===== src/rtl/fft_stage2_serial_if.sv =====
// Bus between FFT stage 1 and stage 2: start strobe, eight complex inputs,
// eight complex registered results and the status flags.
interface fft_stage2_serial_if #(
    parameter int DW = 12
);
    logic                 stage1_done;
    logic signed [DW-1:0] x_stage1_real  [0:7];
    logic signed [DW-1:0] x_stage1_image [0:7];
    logic signed [DW-1:0] x_stage2_real  [0:7];
    logic signed [DW-1:0] x_stage2_image [0:7];
    logic                 stage2_done;
    logic                 busy;
    logic                 overrun;

    modport master (
        output stage1_done, x_stage1_real, x_stage1_image,
        input  x_stage2_real, x_stage2_image, stage2_done, busy, overrun
    );

    modport slave (
        input  stage1_done, x_stage1_real, x_stage1_image,
        output x_stage2_real, x_stage2_image, stage2_done, busy, overrun
    );
endinterface


===== src/rtl/fft_stage2_serial.sv =====
// Second DIF stage of the 8-point FFT: four radix-2 butterflies evaluated
// serially through one shared datapath, one butterfly per clock.
module fft_stage2_serial #(
    parameter int DW = 12
) (
    input  logic              CLK,
    input  logic              RESET,
    fft_stage2_serial_if.slave bus
);
    typedef enum logic {IDLE = 1'b0, CALC = 1'b1} state_t;

    state_t               state_reg, state_next;
    logic [1:0]           cnt_reg, cnt_next;
    logic signed [DW-1:0] cap_re_reg [0:7];
    logic signed [DW-1:0] cap_im_reg [0:7];
    logic signed [DW-1:0] out_re_reg [0:7];
    logic signed [DW-1:0] out_im_reg [0:7];
    logic                 done_reg;
    logic                 overrun_reg;

    logic                 accept;
    logic                 calc_en;
    logic                 last;

    always_comb begin
        state_next = state_reg;
        cnt_next   = cnt_reg;
        accept     = 1'b0;
        calc_en    = 1'b0;
        last       = 1'b0;
        case (state_reg)
            IDLE: begin
                if (bus.stage1_done) begin
                    accept     = 1'b1;
                    cnt_next   = 2'd0;
                    state_next = CALC;
                end
            end
            CALC: begin
                calc_en  = 1'b1;
                cnt_next = cnt_reg + 2'd1;
                if (cnt_reg == 2'd3) begin
                    last       = 1'b1;
                    state_next = IDLE;
                end
            end
            default: state_next = IDLE;
        endcase
    end

    // Butterfly k pairs x[a] with x[a+2], a in {0,1,4,5}; odd k carries the -j twiddle.
    logic [2:0]           idx_a, idx_b;
    logic                 twiddle;
    logic signed [DW-1:0] re_a, im_a, re_b, im_b;
    logic signed [DW:0]   sum_re, sum_im, dif_re, dif_im, dif_re_ba;
    logic signed [DW-1:0] up_re, up_im, lo_re, lo_im;

    assign idx_a   = {cnt_reg[1], 1'b0, cnt_reg[0]};
    assign idx_b   = {cnt_reg[1], 1'b1, cnt_reg[0]};
    assign twiddle = cnt_reg[0];

    always_comb begin
        re_a      = cap_re_reg[idx_a];
        im_a      = cap_im_reg[idx_a];
        re_b      = cap_re_reg[idx_b];
        im_b      = cap_im_reg[idx_b];
        sum_re    = {re_a[DW-1], re_a} + {re_b[DW-1], re_b};
        sum_im    = {im_a[DW-1], im_a} + {im_b[DW-1], im_b};
        dif_re    = {re_a[DW-1], re_a} - {re_b[DW-1], re_b};
        dif_im    = {im_a[DW-1], im_a} - {im_b[DW-1], im_b};
        dif_re_ba = {re_b[DW-1], re_b} - {re_a[DW-1], re_a};
        // Halving a DW+1 bit sum always fits back in DW bits, so truncation is exact.
        up_re     = DW'(sum_re >>> 1);
        up_im     = DW'(sum_im >>> 1);
        if (twiddle) begin
            lo_re = DW'(dif_im >>> 1);
            lo_im = DW'(dif_re_ba >>> 1);
        end else begin
            lo_re = DW'(dif_re >>> 1);
            lo_im = DW'(dif_im >>> 1);
        end
    end

    always_ff @(posedge CLK or posedge RESET) begin
        if (RESET) begin
            state_reg   <= IDLE;
            cnt_reg     <= 2'd0;
            done_reg    <= 1'b0;
            overrun_reg <= 1'b0;
            for (int i = 0; i < 8; i++) begin
                cap_re_reg[i] <= '0;
                cap_im_reg[i] <= '0;
                out_re_reg[i] <= '0;
                out_im_reg[i] <= '0;
            end
        end else begin
            state_reg <= state_next;
            cnt_reg   <= cnt_next;
            done_reg  <= last;
            if (bus.stage1_done && state_reg == CALC)
                overrun_reg <= 1'b1;
            for (int i = 0; i < 8; i++) begin
                if (accept) begin
                    cap_re_reg[i] <= bus.x_stage1_real[i];
                    cap_im_reg[i] <= bus.x_stage1_image[i];
                end
                if (calc_en && idx_a == 3'(i)) begin
                    out_re_reg[i] <= up_re;
                    out_im_reg[i] <= up_im;
                end
                if (calc_en && idx_b == 3'(i)) begin
                    out_re_reg[i] <= lo_re;
                    out_im_reg[i] <= lo_im;
                end
            end
        end
    end

    genvar gi;
    generate
        for (gi = 0; gi < 8; gi++) begin : g_out
            assign bus.x_stage2_real[gi]  = out_re_reg[gi];
            assign bus.x_stage2_image[gi] = out_im_reg[gi];
        end
    endgenerate

    assign bus.stage2_done = done_reg;
    assign bus.busy        = (state_reg == CALC);
    assign bus.overrun     = overrun_reg;
endmodule


===== src/flat_wrapper.sv =====
// flat-port wrapper written by rule: the top's interface ports become plain ports
module fft_stage2_serial_flat 
#(
    parameter int DW = 12
)
  (CLK, RESET, bus_stage1_done, bus_x_stage1_real, bus_x_stage1_image, bus_x_stage2_real, bus_x_stage2_image, bus_stage2_done, bus_busy, bus_overrun);
  fft_stage2_serial_if #(.DW(DW)) bus_i ();
  input  logic CLK;
  input  logic RESET;
  input wire logic [$bits(bus_i.stage1_done)-1:0] bus_stage1_done;
  input wire logic [$bits(bus_i.x_stage1_real)-1:0] bus_x_stage1_real;
  input wire logic [$bits(bus_i.x_stage1_image)-1:0] bus_x_stage1_image;
  output wire logic [$bits(bus_i.x_stage2_real)-1:0] bus_x_stage2_real;
  output wire logic [$bits(bus_i.x_stage2_image)-1:0] bus_x_stage2_image;
  output wire logic [$bits(bus_i.stage2_done)-1:0] bus_stage2_done;
  output wire logic [$bits(bus_i.busy)-1:0] bus_busy;
  output wire logic [$bits(bus_i.overrun)-1:0] bus_overrun;
  assign bus_i.stage1_done = bus_stage1_done;
  assign bus_i.x_stage1_real = {>>{bus_x_stage1_real}};
  assign bus_i.x_stage1_image = {>>{bus_x_stage1_image}};
  assign bus_x_stage2_real = {>>{bus_i.x_stage2_real}};
  assign bus_x_stage2_image = {>>{bus_i.x_stage2_image}};
  assign bus_stage2_done = bus_i.stage2_done;
  assign bus_busy = bus_i.busy;
  assign bus_overrun = bus_i.overrun;
  fft_stage2_serial #(.DW(DW)) u_core (.CLK(CLK), .RESET(RESET), .bus(bus_i));
endmodule

===== config.mk =====
export PLATFORM = sky130hd
export DESIGN_NAME = fft_stage2_serial_flat
export DESIGN_NICKNAME = d
export VERILOG_FILES = /design/src/rtl/fft_stage2_serial_if.sv /design/src/rtl/fft_stage2_serial.sv /design/src/flat_wrapper.sv
export SDC_FILE = /design/constraint.sdc
export NUM_CORES = 1
export LEC_CHECK = 0
export CAP_MARGIN = 20
export CORE_UTILIZATION = 39
export CTS_CLUSTER_SIZE = 20
export DETAILED_ROUTE_END_ITERATION = 8
export HOLD_SLACK_MARGIN = 0.08
export SYNTH_ARGS = -nofsm -noshare
export SYNTH_HDL_FRONTEND = slang
export SYNTH_SLANG_ARGS = --single-unit

===== constraint.sdc =====
create_clock -name CLK -period 21.9 [get_ports CLK]
set_clock_uncertainty 0.05 [all_clocks]
set_input_delay 2.19 -clock CLK [delete_from_list [all_inputs] [get_ports CLK]]
set_output_delay 2.19 -clock CLK [all_outputs]
set_load 0.02 [all_outputs]

Yosys cells after proc, flatten, opt, wreduce, memory -nomap -nowiden --
Cells that the tools add are included.
Storage, ports and cells: register bits after elaboration 389, output and inout port bits 195, word-level logic and storage cells 97
Operators by class: add/subtract/negate cells 6, order comparisons 2, equality and inequality tests 4, mux-type cells 35, bitwise operators 3, reduce and logical (&&, ||, !) cells 11
Operators with widths (number):
- 2-to-1 mux 12 bit | 22
- binary-select mux 12 bit (select 3 bit) | 4
- subtractor 12 x 12 -> 13 bit | 3
- adder 12 x 12 -> 13 bit | 2
- greater-or-equal comparator 4 bit, second input constant | 2
- inverter 3 -> 4 bit | 2
- logical AND 1 bit | 7
- zero test 3 bit | 2
- 2-to-1 mux 1 bit | 6
- == test 2 bit, second input constant | 2
- case mux 2 bit (2 select lines) | 1
- adder 2 x 1 -> 2 bit, second input constant | 1
- == test 2 x 1 -> 1 bit, second input constant | 1
- zero test 2 bit | 1
- 2-to-1 mux 2 bit | 1
- != test 2 bit, second input constant | 1
- case mux 1 bit (2 select lines) | 1
- nonzero test 2 bit | 1
- inverter 1 bit | 1

Longest topological paths before layout --
word-level depth 7, depth in mapped cells 14, depth with buffers taken out 12

Least setup slack after synthesis --
Ideal clock, no wire load.
path type register -> register, start point register u_core.cnt_reg[0], end point register u_core.out_im_reg, in the netlist u_core.bus.x_stage2_image[35], arrival 3.993 ns, data required time 21.767 ns, path slack 17.774 ns, cell stages (with the launch flop) 15, path buffers 4, clock period less this slack 4.126 ns, cells stage by stage dfrtp_1 buf_6 clkbuf_1 buf_1 mux4_2 ha_1 clkbuf_1 nor2b_1 o21bai_1 a21oi_1 nor4_1 o21ai_0 a2111oi_0 a21oi_1 o21ai_0
On the way: longest elaborated chain between the ends 5, elaborated cells between the ends (all ways) 11, those cells by class add/sub: 1; eq/ne: 1; mux: 6; bitwise: 2; reduce/logical: 1
RTL lines:
- start, declared | RTL line fft_stage2_serial.sv:13 | logic [1:0] cnt_reg, cnt_next;
- start signal, assigned | RTL line fft_stage2_serial.sv:98 | cnt_reg <= cnt_next;
- inverter 3 -> 4 bit (on tied branches) | RTL line fft_stage2_serial.sv:64, fft_stage2_serial.sv:66
- binary-select mux 12 bit (select 3 bit) (on tied branches) | RTL line fft_stage2_serial.sv:64, fft_stage2_serial.sv:66
- 2-to-1 mux 12 bit (on tied branches) (2 in series) | RTL line fft_stage2_serial.sv:64, fft_stage2_serial.sv:66
- adder 12 x 12 -> 13 bit | RTL line fft_stage2_serial.sv:68 | sum_im = {im_a[DW-1], im_a} + {im_b[DW-1], im_b};
- end signal, assigned by index | RTL line fft_stage2_serial.sv:109 | out_im_reg[i] <= up_im;
- end signal, assigned by index | RTL line fft_stage2_serial.sv:113 | out_im_reg[i] <= lo_im;
- end, declared | RTL line fft_stage2_serial.sv:17 | logic signed [DW-1:0] out_im_reg [0:7];
Several ways; a longest one is shown, not always the timed one. The select of a mux whose other input is x is not followed. A chain may end at the register's enable or synchronous reset.

Final worst setup path --
start point register u_core.cnt_reg[0], end point register u_core.out_im_reg, in the netlist u_core.bus.x_stage2_image[53]
On the way: longest elaborated chain between the ends 7, elaborated cells between the ends (all ways) 20, those cells by class add/sub: 2; eq/ne: 1; mux: 14; bitwise: 2; reduce/logical: 1
RTL lines:
- inverter 3 -> 4 bit (on tied branches)
- binary-select mux 12 bit (select 3 bit) (on tied branches)
- 2-to-1 mux 12 bit (on tied branches) (2 in series)
- subtractor 12 x 12 -> 13 bit (on tied branches) | RTL line fft_stage2_serial.sv:70, fft_stage2_serial.sv:71
- 2-to-1 mux 12 bit | RTL line fft_stage2_serial.sv:75 | if (twiddle) begin
- 2-to-1 mux 12 bit | RTL line fft_stage2_serial.sv:111 | if (calc_en && idx_b == 3'(i)) begin
Several ways; a longest one is shown, not always the timed one. The select of a mux whose other input is x is not followed.

==> impl_metrics.py <==
metrics = {
    "run_status": {
        "status": "completed",
    },
    "synth": {
        "synthesis.nets": 1783,
        "syn-cell-area_mm2": 0.01811,
        "synth_area_leaders": "dfrtp_1 (54%), mux2_2 (14%), mux4_2 (6.0%)",
        "synth-main-ff-cell": "dfrtp_1",
        "synth_top_area_share_pct": 53.75,
        "yosys.area.top_type": "dfrtp_1",
        "ys_ff_latch": 389,
        "ys_seq_area_share_pct": 53.75,
        "synth-edff-count": 0,
        "synth_warnings": 0,
        "avgSynthCellArea_um2": 11.88,
        "async_reset_ff_share_pct": 100.0,
        "synthCells": 1524,
        "synth_cell_types": 55,
    },
    "timing": {
        "slew_viol_final": 0,
        "period_share_pct": 22.46,
        "finalWorstPathRequiredPeriod_ps": 4920,
        "finalSetupViolCount": 0,
        "fmax_mhz": 203.3,
        "setup_tns_ps": 0,
        "grt_setup_unrepaired": "false",
        "worstMarginPinSlew_ps": 1101,
        "hold_viol": 0,
        "relSlewSlack_pct": 26.62,
    },
    "detailed_routing": {
        "wl_per_cell_um": 20.71,
        "wirelength_mm": 51.93,
        "via_per_inst": 5.161,
        "first_pass_iters": 7,
        "ant_nets": 0,
        "drc": 0,
        "first_iter_violations": 990,
        "vias": 12950,
    },
    "worst_setup_path": {
        "end_kind": "flop",
        "reg2reg_slack_ps": 16980,
        "crit_fanout": 51,
        "arrival_ps": 5260,
        "worst_r2r_startpoint": "u_core.cnt_reg[0]",
        "rr_worst_depth": 12,
        "cp-startpoint": "u_core.cnt_reg[0]",
        "cp-start-kind": "flop",
        "setup.worst_path.class": "reg -> reg",
        "cp_data_required_time_ps": 22240,
        "endpoint": "u_core.bus.x_stage2_image[53]",
        "timing.rr.end": "u_core.bus.x_stage2_image[53]",
    },
    "floorplan": {
        "ios": 390,
        "fp.dieH_um": 217.5,
        "dieArea_mm2": 0.04730,
        "dieWidth_um": 217.5,
        "coreArea_mm2": 0.04558,
        "rows": 78,
        "initial_core_util_pct": 39.74,
    },
    "placement": {
        "place_congestion": 0.8815,
        "io_buffers": 389,
        "place_hpwl_mm": 38.30,
    },
    "grt": {
        "grt_first_pass_wirelength_mm": 79.76,
        "first_global_vias": 13030,
        "grt_max_degree": 193,
        "grt-ovfl-total": 0,
        "track_usage_pct": 22.12,
        "antenna_found_initial": 4,
    },
    "clock_tree": {
        "cts_hold_buf": 0,
        "htreeDepth": 2,
        "clk_path_buf_depth": 3,
        "post-cts-setup-buffers": 0,
        "cts-root-buf": "clkbuf_16",
        "clk_latency_ps": 550,
        "cts_tree": "yes",
        "cts_resized": 0,
        "cts.sinks": 389,
        "numCtsBuffers": 42,
        "clk_pin_slew_ps": 60,
    },
    "hold_path": {
        "hp-class": "reg -> reg",
    },
    "run": {
        "drv_cap": 0,
    },
    "cells_and_area": {
        "num-nets-final": 2137,
        "area_growth_pct": 32.35,
        "seqCellArea_mm2": 0.009739,
        "fill_cells": 4132,
        "multi_input_area_mm2": 0.007789,
        "drive_gt1_share_pct": 19.24,
    },
}
-- area by class of cell --
cell class | instances | area share [%]
clock buffers | 60 | 5.434
diodes | 1 | 0.01044
flip-flops and latches | 389 | 40.63
repair buffers | 402 | 16.79
clock inverters | 13 | 0.4332
well taps | 600 | 3.132
multi-input cells | 976 | 32.49
inverters | 67 | 1.080
-- logic make-up after synthesis --
logic type	count (synthesis)	share of synthesized area, %
xor gates and xnor gates	43	2.079
muxes	276	20.10
buffers and inverters	159	3.344
adders and majority gates	64	4.629
DFF	389	53.75
and+or+nand+nor	297	7.040
AOI/OAI and AO/OA	296	9.057
-- critical path, cell delays in order, from the launching register on --
cell     delay [ps]
dfrtp_4         900
buf_4           690
mux4_2          650
inv_1            80
ha_1            360
nor2b_1         210
o21ai_0         240
a21oi_1         130
o21ai_0         330
nand2_1         120
xnor2_1         160
mux2i_1         580
o21ai_0         180
-- through the flow --
step | util [%] | setup WS [ps] | hold WS [ps] | std cells | area [um^2]
2_1_floorplan | - | 8847 | 425.2 | 1524 | 18110
3_3_place_gp | 49.44 | 16830 | 399.5 | 2433 | 22530
3_5_place_dp | 49.44 | 16770 | 400.3 | 2433 | 22530
4_1_cts | 52.53 | 16930 | 423.3 | 2506 | 23940
5_1_grt | 52.59 | 16460 | 439.8 | 2507 | 23970
6_report | 52.59 | 16980 | 421.6 | 2508 | 23970
-- worst min path at each step --
| stage | endpoint | slack [ps] | cells past startpoint | from |
|---|---|---|---|---|
| 2_1_floorplan | u_core.cap_im_reg[12] | 430 | 1 | u_core.cap_im_reg[12] |
| 3_3_place_gp | u_core.bus.overrun | 400 | 1 | u_core.bus.overrun |
| 3_5_place_dp | u_core.bus.overrun | 400 | 1 | u_core.bus.overrun |
| 4_1_cts | u_core.bus.overrun | 420 | 1 | u_core.bus.overrun |
| 5_1_grt | u_core.bus.overrun | 440 | 1 | u_core.bus.overrun |
| 6_report | u_core.bus.overrun | 420 | 1 | u_core.bus.overrun |
-- synthesized netlist by cell type, types with 4 or more instances --
cell type	count
o21ai_0	187
o21bai_1	7
nor3_1	9
a21oi_1	52
nand2_1	186
nand2b_1	5
xor2_1	5
inv_1	65
o31ai_1	6
clkbuf_1	80
buf_1	10
a211oi_1	4
fa_1	5
a21o_1	10
ha_1	59
mux4_2	48
mux2i_1	6
dfrtp_1	389
xnor2_1	38
nor4_1	5
nand3_1	13
mux2_2	222
nor2_1	45
a31oi_1	8
nor2b_1	12
nand4_1	5
and2_1	4
-- layout by cell type (no fill, tap or decap), types with 7 or more instances in the layout --
cell / n
a21o_1: 10
a21oi_1: 52
a31oi_1: 8
buf_4: 11
clkbuf_16: 45
clkbuf_8: 12
clkdlybuf4s50_1: 389
clkinv_2: 8
dfrtp_1: 387
ha_1: 59
inv_1: 64
mux2_2: 222
mux4_2: 48
nand2_1: 182
nand3_1: 13
nor2_1: 45
nor2b_1: 11
nor3_1: 9
o21ai_0: 187
o21bai_1: 7
xnor2_1: 38
-- layer usage --
| layer | vias to the layer above | share of wire, % | global-route usage, % |
|---|---|---|---|
| met5 | - | 0.048 | 0 |
| met1 | 6438 | 47 | 32.78 |
| li1 | 6022 | - | - |
| met2 | 407 | 43 | 32.39 |
| met4 | 4 | 1.9 | 5.329 |
| met3 | 74 | 7.1 | 5.439 |
Power is not shown: default switching activity piles up to over one toggle a cycle in this logic, so the estimate is an artifact.
